**src/rtl/issue_queue.sv**
```systemverilog
// In-order issue queue: buffers fetched instructions and issues the head to the
// adder or load/store reservation station when the target reports a free line.
module issue_queue #(
    parameter int DEPTH = 8,
    parameter int WIDTH = 16
) (
    input  logic                     Clock,
    input  logic                     Reset,
    input  logic [WIDTH-1:0]         instIn,
    input  logic                     instInValid,
    output logic                     instInReady,
    input  logic                     disponivelAdd,
    input  logic                     disponivelMem,
    output logic [WIDTH-1:0]         instruction,
    output logic                     Adderin,
    output logic                     Memin,
    output logic                     illegal,
    output logic                     stall,
    output logic [$clog2(DEPTH):0]   count
);

    localparam int PW = $clog2(DEPTH);
    localparam int CW = PW + 1;

    logic [WIDTH-1:0] mem [DEPTH];
    logic [PW-1:0]    head_reg, tail_reg;
    logic [CW-1:0]    count_reg, count_next;
    logic [WIDTH-1:0] instruction_reg;
    logic             adderin_reg, memin_reg, illegal_reg;
    logic             lock_add_reg, lock_mem_reg;

    logic [WIDTH-1:0] head_inst;
    logic [3:0]       opcode;
    logic             head_valid, is_add, is_mem;
    logic             issue_add, issue_mem, drop_illegal;
    logic             push, pop;

    assign head_inst   = mem[head_reg];
    assign opcode      = head_inst[3:0];
    assign head_valid  = (count_reg != '0);
    assign instInReady = (count_reg < CW'(DEPTH));

    always_comb begin
        is_add       = (opcode == 4'b0000) || (opcode == 4'b0001);
        is_mem       = (opcode == 4'b0010) || (opcode == 4'b0011);
        issue_add    = head_valid && is_add && disponivelAdd && !lock_add_reg;
        issue_mem    = head_valid && is_mem && disponivelMem && !lock_mem_reg;
        drop_illegal = head_valid && !is_add && !is_mem;
        stall        = head_valid &&
                       ((is_add && (!disponivelAdd || lock_add_reg)) ||
                        (is_mem && (!disponivelMem || lock_mem_reg)));
        push         = instInValid && instInReady;
        pop          = issue_add || issue_mem || drop_illegal;
    end

    always_comb begin
        count_next = count_reg;
        if (push && !pop)
            count_next = count_reg + CW'(1);
        else if (pop && !push)
            count_next = count_reg - CW'(1);
    end

    // Storage carries no reset; occupancy alone decides which entries are live.
    always_ff @(posedge Clock) begin
        if (push)
            mem[tail_reg] <= instIn;
    end

    // Lockout is just the issue strobe delayed: it masks the cycle in which the
    // station's free-line report has not yet seen the entry we handed it.
    always_ff @(posedge Clock) begin
        if (Reset) begin
            head_reg        <= '0;
            tail_reg        <= '0;
            count_reg       <= '0;
            instruction_reg <= '0;
            adderin_reg     <= 1'b0;
            memin_reg       <= 1'b0;
            illegal_reg     <= 1'b0;
            lock_add_reg    <= 1'b0;
            lock_mem_reg    <= 1'b0;
        end else begin
            count_reg    <= count_next;
            adderin_reg  <= issue_add;
            memin_reg    <= issue_mem;
            illegal_reg  <= drop_illegal;
            lock_add_reg <= issue_add;
            lock_mem_reg <= issue_mem;
            if (push)
                tail_reg <= tail_reg + PW'(1);
            if (pop)
                head_reg <= head_reg + PW'(1);
            if (issue_add || issue_mem)
                instruction_reg <= head_inst;
        end
    end

    assign instruction = instruction_reg;
    assign Adderin     = adderin_reg;
    assign Memin       = memin_reg;
    assign illegal     = illegal_reg;
    assign count       = count_reg;

endmodule

```
**config.mk**
```make
export PLATFORM = sky130hd
export DESIGN_NAME = issue_queue
export DESIGN_NICKNAME = d
export VERILOG_FILES = /design/src/rtl/issue_queue.sv
export SDC_FILE = /design/constraint.sdc
export NUM_CORES = 1
export LEC_CHECK = 0
export ABC_AREA = 1
export BUFFER_PORTS_ARGS = -buffer_cell sky130_fd_sc_hd__buf_2
export CORE_MARGIN = 2
export CORE_UTILIZATION = 59
export DETAILED_ROUTE_END_ITERATION = 12
export GPL_TIMING_DRIVEN = 0
export PLACE_DENSITY_LB_ADDON = 0.1
export SYNTH_ARGS = -nofsm -noshare
export SYNTH_HDL_FRONTEND = slang
export SYNTH_SLANG_ARGS = --single-unit
```
**constraint.sdc**
```tcl
create_clock -name Clock -period 3.4 [get_ports Clock]
set_clock_uncertainty 0.15 [all_clocks]
set_input_delay 0.17 -clock Clock [delete_from_list [all_inputs] [get_ports Clock]]
set_output_delay 0.17 -clock Clock [all_outputs]
set_load 0.005 [all_outputs]
```
==> results.md, run 1 <==
- Highest-count cells in the layout ignoring fill and taps: 157 x sky130_fd_sc_hd__nand2_1, 128 x sky130_fd_sc_hd__edfxtp_1, 104 x sky130_fd_sc_hd__nand3_1, 49 x sky130_fd_sc_hd__nor2_1, 48 x sky130_fd_sc_hd__buf_2
- Global-route wire length before repair: 23000 µm
- Max Fclk: 322 MHz
- Final cycle utilization of the critical path: 91.3%
- Sequential-to-total area share from yosys stat: 70.0%
- Synthesized area per cell: 11.0 µm²
- Most common cell after layout, fill and taps aside: sky130_fd_sc_hd__nand2_1
- DRC violation count after routing: 0
- Endpoint class of the critical path: flop
- Launching element type of the critical path: flop
- First-pass DRT Iterations: 5
- Worst R2R End: count[3]
- Cell area after technology mapping: 6400 µm²
- Final net count: 703
- Final period demand of the worst path: 3.11 ns
- Num ports: 46
- Critical path data arrival time: 3.37 ns
- Number of global-route vias before repair: 4534
- Synthesized instance count: 584
- Simple-Gate Fraction of Synth Area: 22.5%
- Outcome: complete, no violations
- TritonCTS clock tree: done
- Total wire length: 14900 µm
- Combined buffer and inverter count along the critical path: 4
- Initial antenna violation count: 0
- R2R setup slack: 0.29 ns
- Power per standard cell area: 797 nW/µm²
- Final Hold Viols: 0
- Chip height: 108 µm
- Min Hold Slack: 0.0414 ns
- Buffer levels on the longest clock path: 2
- Total power consumption of the routed design: 6.21 mW
- DPL Wire Length: 9290 µm
- Overall fraction of global-route tracks in use: 27.2%
- Chip Width: 108 µm
- Largest family of logic cells by synthesized area: simple AND/OR/NAND/NOR gates
- Area Growth Syn to Fin: 21.6%
- Total grt overflow: 0
- Count of antenna-violating nets left after detailed routing: 0
- Post-synthesis share of cell area spent on full adders, half adders and majority gates: 1.29%
- Clock-pin slew of the registers on the worst-case setup and hold paths: 0.06 ns
- Mux share of post-synthesis cell area: 0%
- Data required, critical path: 3.67 ns
- Buffers added on ports: 44
- Multi-input combinational cell area: 1680 µm²
- Max-capacitance violation count: 0
- Initial standard-cell utilization of the core: 59.9%
- Antenna fix cells: 0
- Synth Area in Compound Gates: 1.74%
- Area inside the core boundary: 10700 µm²
- Type of the most critical hold path: input pin to flop
- CP Class: flop to flop
- Number of distinct library cell variants in the gate-level netlist after synthesis: 28
- Static Leak: 3.08 nW
- Worst VDD drop: 376 µV
- H-Tree Level Count: 4
- Worst-Skew Late Latency: 0.53 ns
- Die area: 11700 µm²
- Final total negative setup slack: 0 ns
- Flip-flop count of the largest register after layout: 128
- Critical path's largest stage delay: 0.39 ns
- Most Frequent Cell on Critical Path: sky130_fd_sc_hd__nand2_1
- Slew of the pin with the lowest slew margin: 0.693 ns
- Delay-heaviest family, CP: simple AND/OR/NAND/NOR gates
- Count of clock tree sinks: 160
- Standard-cell rows: 38
- Max transition margin: 53.8%
- Critical path cell sequence: inv_2 > buf_2 > nand3_1 > nand3_1 > nand2_2 > nand2_1 > nand2_1 > nand3_2 > inv_1 > ha_1 > inv_1 > ha_1 > nand2_1 > nor2_1 > a211oi_2 > nor2_1 > nor2_1 > nand2_1 > o21ai_0 > a21oi_1
- Maximum number of pins on one net before global-route repair: 17
- Via count of the routed design: 4615
- Count of final setup violators: 0
- Critical-path top delay cell: sky130_fd_sc_hd__dfxtp_2
- Hold Crit Start: disponivelAdd
- Largest fanout of any net on the critical path: 10
- Number of storage elements in the synthesis netlist: 160
- Routability Congestion: 0.779
- Number of nets in the synthesized netlist: 611
- Yosys synthesis warning count: 0
- Worst hold endpoint: instruction[1]
- Worst Reg2Reg Path Length in Cells: 20
- Fillcell total: 735
- Average wire per standard cell: 18.0 µm
- Clock buffers created by TritonCTS: 17
- DR iter-0 viols: 533
- Share of final-layout standard cells stronger than drive strength 1: 15.7%
- Flip-flop and latch area: 4490 µm²
- Number of stages on the worst hold path: 5
- Mean number of vias per cell: 5.57
- Root Buffer: sky130_fd_sc_hd__clkbuf_8
- Max-slew violations: 0
- Xor and xnor fraction of the mapped netlist area: 0.273%
==> worst min-delay path: stages <==
cell,delay [ns]
sky130_fd_sc_hd__buf_2,0.09
sky130_fd_sc_hd__inv_1,0.06
sky130_fd_sc_hd__nor3_1,0.08
sky130_fd_sc_hd__nand4_4,0.13
sky130_fd_sc_hd__a31o_2,0.15
==> timing repair <==
item	4_1_cts	5_1_grt
hold buffers	20	0
setup endpoints to repair	0	1
resized for setup	0	6
endpoints found under the hold margin	138	0
buffers inserted	0	1
==> cell usage after synthesis (all sizes together) <==
cell,number,share of area [%]
nor3,2,0.16
dfxtp,32,10
buf,16,1.3
clkbuf,11,0.64
edfxtp,128,60
inv,37,2.2
ha,5,0.98
nand3,105,8.3
o21ai,11,0.86
xor2,2,0.27
nand4,3,0.76
nor2,57,3.3
a31o,1,0.14
nor3b,2,0.23
a211oi,1,0.12
a21oi,8,0.63
and3,2,0.20
nand2,160,9.6
fa,1,0.31
==> final cells by class <==
type,instances,area share [%]
Timing Repair Buffer,73,7.52
Clock buffer,20,5.46
Buffer,27,1.70
Clock inverter,11,2.12
Tap cell,140,2.25
Sequential cell,160,57.6
Multi-Input combinational cell,360,21.6
Inverter,37,1.78
==> routing by layer <==
metal	part of all wire [%]	global-route usage [%]
met1	39	35.3
met2	49	44.3
met3	9.7	5.55
met4	2.1	13.0
met5	0	0
==> through the flow <==
stage | util [%] | std cells | cell area (µm²) | worst slack [ns]
detailed placement | 65.2 | 776 | 6980 | 0.176
global route | 72.8 | 828 | 7790 | -0.0128
global placement | 63.6 | 768 | 6800 | 0.247
finish | 72.8 | 828 | 7790 | 0.294
floorplan | - | 584 | 6400 | 0.605
CTS | 72.6 | 827 | 7770 | 0.170
==> power breakdown <==
group / switching, mW / internal, mW
sequential: 0.100 / 2.32
combinational: 1.25 / 0.631
clock: 0.723 / 1.18
total: 2.07 / 4.14
==> cell families (layout without fill, tap and decap cells) <==
logic type / Yosys count / after routing
AO/OA/AOI/OAI: 21 / 21
XOR/XNOR: 2 / 2
adder cells (fa/ha/maj): 6 / 6
buffers and inverters: 64 / 168
flip-flops: 160 / 160
AND/OR/NAND/NOR: 331 / 331
==> how the worst max path moves through the flow <==
stage,start,endpoint,cells past startpoint
2_1_floorplan,flop,count[3],20
3_3_place_gp,flop,count[3],21
3_5_place_dp,flop,count[3],21
4_1_cts,flop,count[3],21
5_1_grt,flop,count[3],20
6_report,flop,count[3],20
No activity file was read; power rests on OpenSTA's default activity.
==> run 2: changes to the inputs <==
--- a/config.mk
+++ b/config.mk
@@ -7,6 +7,7 @@
 export LEC_CHECK = 0
 export ABC_AREA = 1
 export BUFFER_PORTS_ARGS = -buffer_cell sky130_fd_sc_hd__buf_2
+export CORE_ASPECT_RATIO = 1.75
 export CORE_MARGIN = 2
 export CORE_UTILIZATION = 59
 export DETAILED_ROUTE_END_ITERATION = 12
==> run 2 against run 1 <==
Compared with the run above: sequential share of layout area increased by 0.20 points; flip-flop and latch count is the same; cell count down 1.1%; worst hold slack gained 0.032 ns; clock power is 3% lower; fmax decreased by 0.79%; design area fell by 0.35%; largest cell class unchanged; largest power group unchanged.
==> results.md, run 2 (synthesis results as in run 1) <==
- DR iter-0 viols: 363
- Setup WS post-layout: 0.269 ns
- Count of final setup violators: 0
- Initial antenna violation count: 0
- Mean number of vias per cell: 5.69
- Clock-pin slew of the registers on the worst-case setup and hold paths: 0.06 ns
- Dpl cells: 766
- Buffer levels on the longest clock path: 2
- Max-capacitance violation count: 0
- Final total negative setup slack: 0 ns
- Final Hold Viols: 0
- Chip Width: 82.8 µm
- Total wire length: 15600 µm
- Static Leak: 3.08 nW
- Worst Reg2Reg Path Length in Cells: 20
- Count of antenna-violating nets left after detailed routing: 0
- Type of the most critical hold path: input pin to flop
- Area Growth Syn to Fin: 21.2%
- First-pass DRT Iterations: 5
- Total power consumption of the routed design: 6.20 mW
- TritonCTS clock tree: done
- H-Tree Level Count: 4
- Number of stages on the worst hold path: 5
- Worst setup slack before clock tree synthesis: 0.131 ns
- Initial standard-cell utilization of the core: 60.2%
- Slew of the pin with the lowest slew margin: 0.705 ns
- Endpoint class of the critical path: flop
- Min Hold Slack: 0.0731 ns
- Global-route wire length before repair: 23200 µm
- Outcome: complete, no violations
- Final period demand of the worst path: 3.13 ns
- Count of clock tree sinks: 160
- Non-Filler Instances: 819
- Antenna fix cells: 0
- Flip-flop count of the largest register after layout: 128
- Max Fclk: 319 MHz
- Standard-cell rows: 50
- Buffers added on ports: 44
- Number of global-route vias before repair: 4574
- Launching element type of the critical path: flop
- DPL Wire Length: 10100 µm
- Clock buffers created by TritonCTS: 17
- Via count of the routed design: 4663
- Total cell area at the placement stage: 6940 µm²
- Routability Congestion: 0.825
- Final cycle utilization of the critical path: 92.1%
- Num ports: 46
- Largest fanout of any net on the critical path: 10
- Total grt overflow: 0
- Most common cell after layout, fill and taps aside: sky130_fd_sc_hd__nand2_1
- CP Class: flop to flop
- Overall fraction of global-route tracks in use: 28.0%
- Max transition margin: 53.0%
- Share of final-layout standard cells stronger than drive strength 1: 16.7%
- Max-slew violations: 0
- Final net count: 703
- Critical path data arrival time: 3.29 ns
- Area of all placed cells without fillers: 7760 µm²
- Worst-Skew Late Latency: 0.42 ns
- Fillcell total: 766
- Average wire per standard cell: 19.0 µm
- Highest-count cells in the layout ignoring fill and taps: 157 x sky130_fd_sc_hd__nand2_1, 128 x sky130_fd_sc_hd__edfxtp_1, 104 x sky130_fd_sc_hd__nand3_1, 49 x sky130_fd_sc_hd__nor2_1, 46 x sky130_fd_sc_hd__buf_2
- Layout Utilization: 73.0%
- Maximum number of pins on one net before global-route repair: 17
- Chip height: 142 µm
- Data required, critical path: 3.56 ns
- Die area: 11700 µm²
- DRC violation count after routing: 0
- Power per standard cell area: 799 nW/µm²
- Root Buffer: sky130_fd_sc_hd__clkbuf_16
- Area inside the core boundary: 10600 µm²
- Worst VDD drop: 512 µV
## run 2: cell types whose count changed in the layout (fill, tap and decap cells not counted), sizes merged
cell and change:
clkinv +3, dlygate4sd3 -2, clkbuf -1, clkinvlp -1, bufinv -2, inv +4
## run 2: path summary, 6_finish.rpt
check,start,to,slack [ns]
worst max register to register,flop,count[3],0.27
worst min register to register,instruction[14],instruction[14],0.33
worst min-delay path,disponivelMem,lock_mem_reg,0.07
worst max-delay path,flop,count[3],0.27
## run 2: power by group
part           switching, mW  total (mW)  internal [mW]
clock network          0.767        1.86           1.09
registers              0.102        2.42           2.32
logic                   1.28        1.92          0.642
total                   2.15        6.20           4.05
## run 2: final cells by class
cell class / count / area [µm²] / share of cell area [%]
Sequential cell: 160 / 4490 / 57.8
Multi-Input combinational cell: 360 / 1690 / 21.8
Timing Repair Buffer: 73 / 556 / 7.16
Clock buffer: 17 / 425 / 5.48
Tap cell: 130 / 163 / 2.10
Clock inverter: 15 / 159 / 2.05
Inverter: 37 / 143 / 1.84
Buffer: 27 / 138 / 1.77
## run 2: critical path: stages (launching register included)
cell and delay (ns):
sky130_fd_sc_hd__dfxtp_2 0.36, sky130_fd_sc_hd__inv_2 0.11, sky130_fd_sc_hd__buf_2 0.26, sky130_fd_sc_hd__nand3_1 0.11
sky130_fd_sc_hd__nand3_1 0.12, sky130_fd_sc_hd__nand2_4 0.10, sky130_fd_sc_hd__nand2_1 0.13, sky130_fd_sc_hd__nand2_1 0.14
sky130_fd_sc_hd__nand3_4 0.15, sky130_fd_sc_hd__inv_1 0.05, sky130_fd_sc_hd__ha_1 0.20, sky130_fd_sc_hd__inv_1 0.12
sky130_fd_sc_hd__ha_1 0.29, sky130_fd_sc_hd__nand2_1 0.08, sky130_fd_sc_hd__nor2_1 0.04, sky130_fd_sc_hd__a211oi_2 0.19
sky130_fd_sc_hd__nor2_1 0.06, sky130_fd_sc_hd__nor2_1 0.08, sky130_fd_sc_hd__nand2_1 0.07, sky130_fd_sc_hd__o21ai_0 0.14
sky130_fd_sc_hd__a21oi_1 0.06
## run 2: metal layers
| layer | global-route usage, % | share of wire, % |
|---|---|---|
| met5 | 0 | 0 |
| met4 | 16.4 | 4.3 |
| met3 | 7.00 | 7.0 |
| met2 | 46.9 | 52 |
| met1 | 31.4 | 36 |
## run 2: timing repair
item                                    4_1_cts  5_1_grt
endpoints found under the setup margin        0        1
gates resized for setup                       0       11
endpoints found under the hold margin       132        0
setup buffers                                 0        3
hold buffers                                 18        0
==> run 3: changes to the inputs <==
--- a/config.mk
+++ b/config.mk
@@ -7,9 +7,8 @@
 export LEC_CHECK = 0
 export ABC_AREA = 1
 export BUFFER_PORTS_ARGS = -buffer_cell sky130_fd_sc_hd__buf_2
-export CORE_ASPECT_RATIO = 1.75
 export CORE_MARGIN = 2
-export CORE_UTILIZATION = 59
+export CORE_UTILIZATION = 35
 export DETAILED_ROUTE_END_ITERATION = 12
 export GPL_TIMING_DRIVEN = 0
 export PLACE_DENSITY_LB_ADDON = 0.1
==> run 3 against run 2 <==
Compared with the run above: worst setup slack gained 0.032 ns; critical endpoint unchanged; via count shrank 4.9%; sequential share of layout area shrank 1.1 points; flip-flop and latch count is the same; design area grew 2.0%; fmax grew 1.0%; combinational power is essentially flat; largest cell class unchanged; global-route usage shrank 10 points; clock-buffer cell count is the same; wire length grew 5.3%.
==> results.md, run 3 (synthesis results as in run 1) <==
- Outcome: complete, no violations
- Min Hold Slack: 0.0541 ns
- Data required, critical path: 3.56 ns
- Final period demand of the worst path: 3.10 ns
- Overall fraction of global-route tracks in use: 17.5%
- Routability Congestion: 0.768
- Final net count: 701
- Global-route wire length before repair: 25100 µm
- Initial antenna violation count: 0
- Most Frequent Cell on Critical Path: sky130_fd_sc_hd__nand2_1
- TritonCTS clock tree: done
- Worst-Skew Late Latency: 0.43 ns
- Total power consumption of the routed design: 6.27 mW
- Via count of the routed design: 4435
- Final cycle utilization of the critical path: 91.1%
- Antenna fix cells: 0
- Global routing usage on met3: 4.75%
- Fillcell total: 1682
- Critical path data arrival time: 3.26 ns
- Most common cell after layout, fill and taps aside: sky130_fd_sc_hd__nand2_1
- Critical path's largest stage delay: 0.40 ns
- Total grt overflow: 0
- CP Class: flop to flop
- Max-slew violations: 0
- Number of global-route vias before repair: 4287
- Maximum number of pins on one net before global-route repair: 17
- Final total negative setup slack: 0 ns
- Static Leak: 3.09 nW
- Busiest metal layer after global routing: met2
- Clock buffers created by TritonCTS: 17
- DPL Wire Length: 10700 µm
- Non-Filler Instances: 916
- DR iter-0 viols: 266
- Launching element type of the critical path: flop
- Flip-flop and latch area: 4490 µm²
- Critical-path top delay cell: sky130_fd_sc_hd__dfxtp_2
- Buffer levels on the longest clock path: 2
- Endpoint class of the critical path: flop
- Chip height: 139 µm
- Standard-cell rows: 49
- Mean number of vias per cell: 4.84
- Initial standard-cell utilization of the core: 35.7%
- Share of final-layout standard cells stronger than drive strength 1: 16.6%
- Max Fclk: 323 MHz
- Highest-count cells in the layout ignoring fill and taps: 157 x sky130_fd_sc_hd__nand2_1, 128 x sky130_fd_sc_hd__edfxtp_1, 104 x sky130_fd_sc_hd__nand3_1, 49 x sky130_fd_sc_hd__nor2_1, 44 x sky130_fd_sc_hd__buf_2
- H-Tree Level Count: 4
- Area Growth Syn to Fin: 23.6%
- Global routing usage on met1: 22.8%
- Final Hold Viols: 0
- Max transition margin: 47.3%
- Die area: 19400 µm²
- Met2 global-route usage: 29.1%
- DRC violation count after routing: 0
- Dpl cells: 865
- Buffers added on ports: 44
- First-pass DRT Iterations: 5
- Critical path cell sequence: inv_2 > clkbuf_4 > nand3_1 > nand3_1 > nand2_4 > nand2_1 > nand2_1 > nand3_4 > inv_1 > ha_1 > inv_1 > ha_1 > nand2_1 > nor2_1 > a211oi_2 > nor2_1 > nor2_1 > nand2_1 > o21ai_0 > a21oi_1
- Count of antenna-violating nets left after detailed routing: 0
- Area inside the core boundary: 18000 µm²
- Total wire length: 16400 µm
- Slew of the pin with the lowest slew margin: 0.790 ns
- Flip-flop count of the largest register after layout: 128
- Power per standard cell area: 792 nW/µm²
- Average wire per standard cell: 17.9 µm
- Largest fanout of any net on the critical path: 10
- Max-capacitance violation count: 0
- Worst VDD drop: 411 µV
- Type of the most critical hold path: input pin to flop
- Chip Width: 139 µm
- Count of final setup violators: 0
- Clock-pin slew of the registers on the worst-case setup and hold paths: 0.06 ns
- Num ports: 46
- Count of clock tree sinks: 160
- Multi-input combinational cell area: 1690 µm²
- Root Buffer: sky130_fd_sc_hd__clkbuf_16
## run 3: layer usage
metal / up-vias / wire, µm
li1: 2171 / -
met1: 2133 / 7220
met2: 115 / 8040
met3: 16 / 953
met4: 0 / 206
met5: - / 0
## run 3: cell type report
type	count	area share [%]
plain buffers	27	1.80
clock buffers	17	5.38
clock inverters	15	2.17
inverters	37	1.80
multi-input cells	360	21.4
flip-flops and latches	160	56.7
well taps	229	3.62
repair buffers	71	7.15
## run 3: worst paths after layout
path	startpoint	slack (ns)	cells after the start	to
max reg2reg	flop	0.30	20	count[3]
max	flop	0.30	20	count[3]
min	disponivelMem	0.05	5	lock_mem_reg
min reg2reg	instruction[2]	0.32	1	instruction[2]
## run 3: power by group
group	leakage [nW]	internal, mW	total (mW)	switching (mW)
clock	0.297	1.11	1.93	0.824
sequential	1.42	2.32	2.42	0.0983
combinational	1.37	0.644	1.92	1.28
total	3.09	4.07	6.27	2.20
## run 3: what timing repair did
action,in CTS,in global routing
hold buffers,18,0
endpoints found under the hold margin,131,0
setup endpoints to repair,0,1
resized for setup,0,13
buffers inserted,0,1
## run 3: critical path: cells and delay by family (launching register included)
family          cells  cell delay [ns]
compound gates      3             0.38
fa+ha+maj           2             0.50
buf+inv             4             0.47
flops               1             0.40
simple gates       11             1.06
## run 3: metrics by stage
step / util, % / instance area, µm² / worst slack (ns)
after floorplan: - / 6400 / 0.605
after global placement: 38.5 / 6910 / 0.142
after detailed placement: 39.5 / 7090 / 0.0738
after CTS: 43.8 / 7870 / 0.0509
after global routing: 44.1 / 7910 / -0.000246
final: 44.1 / 7910 / 0.302
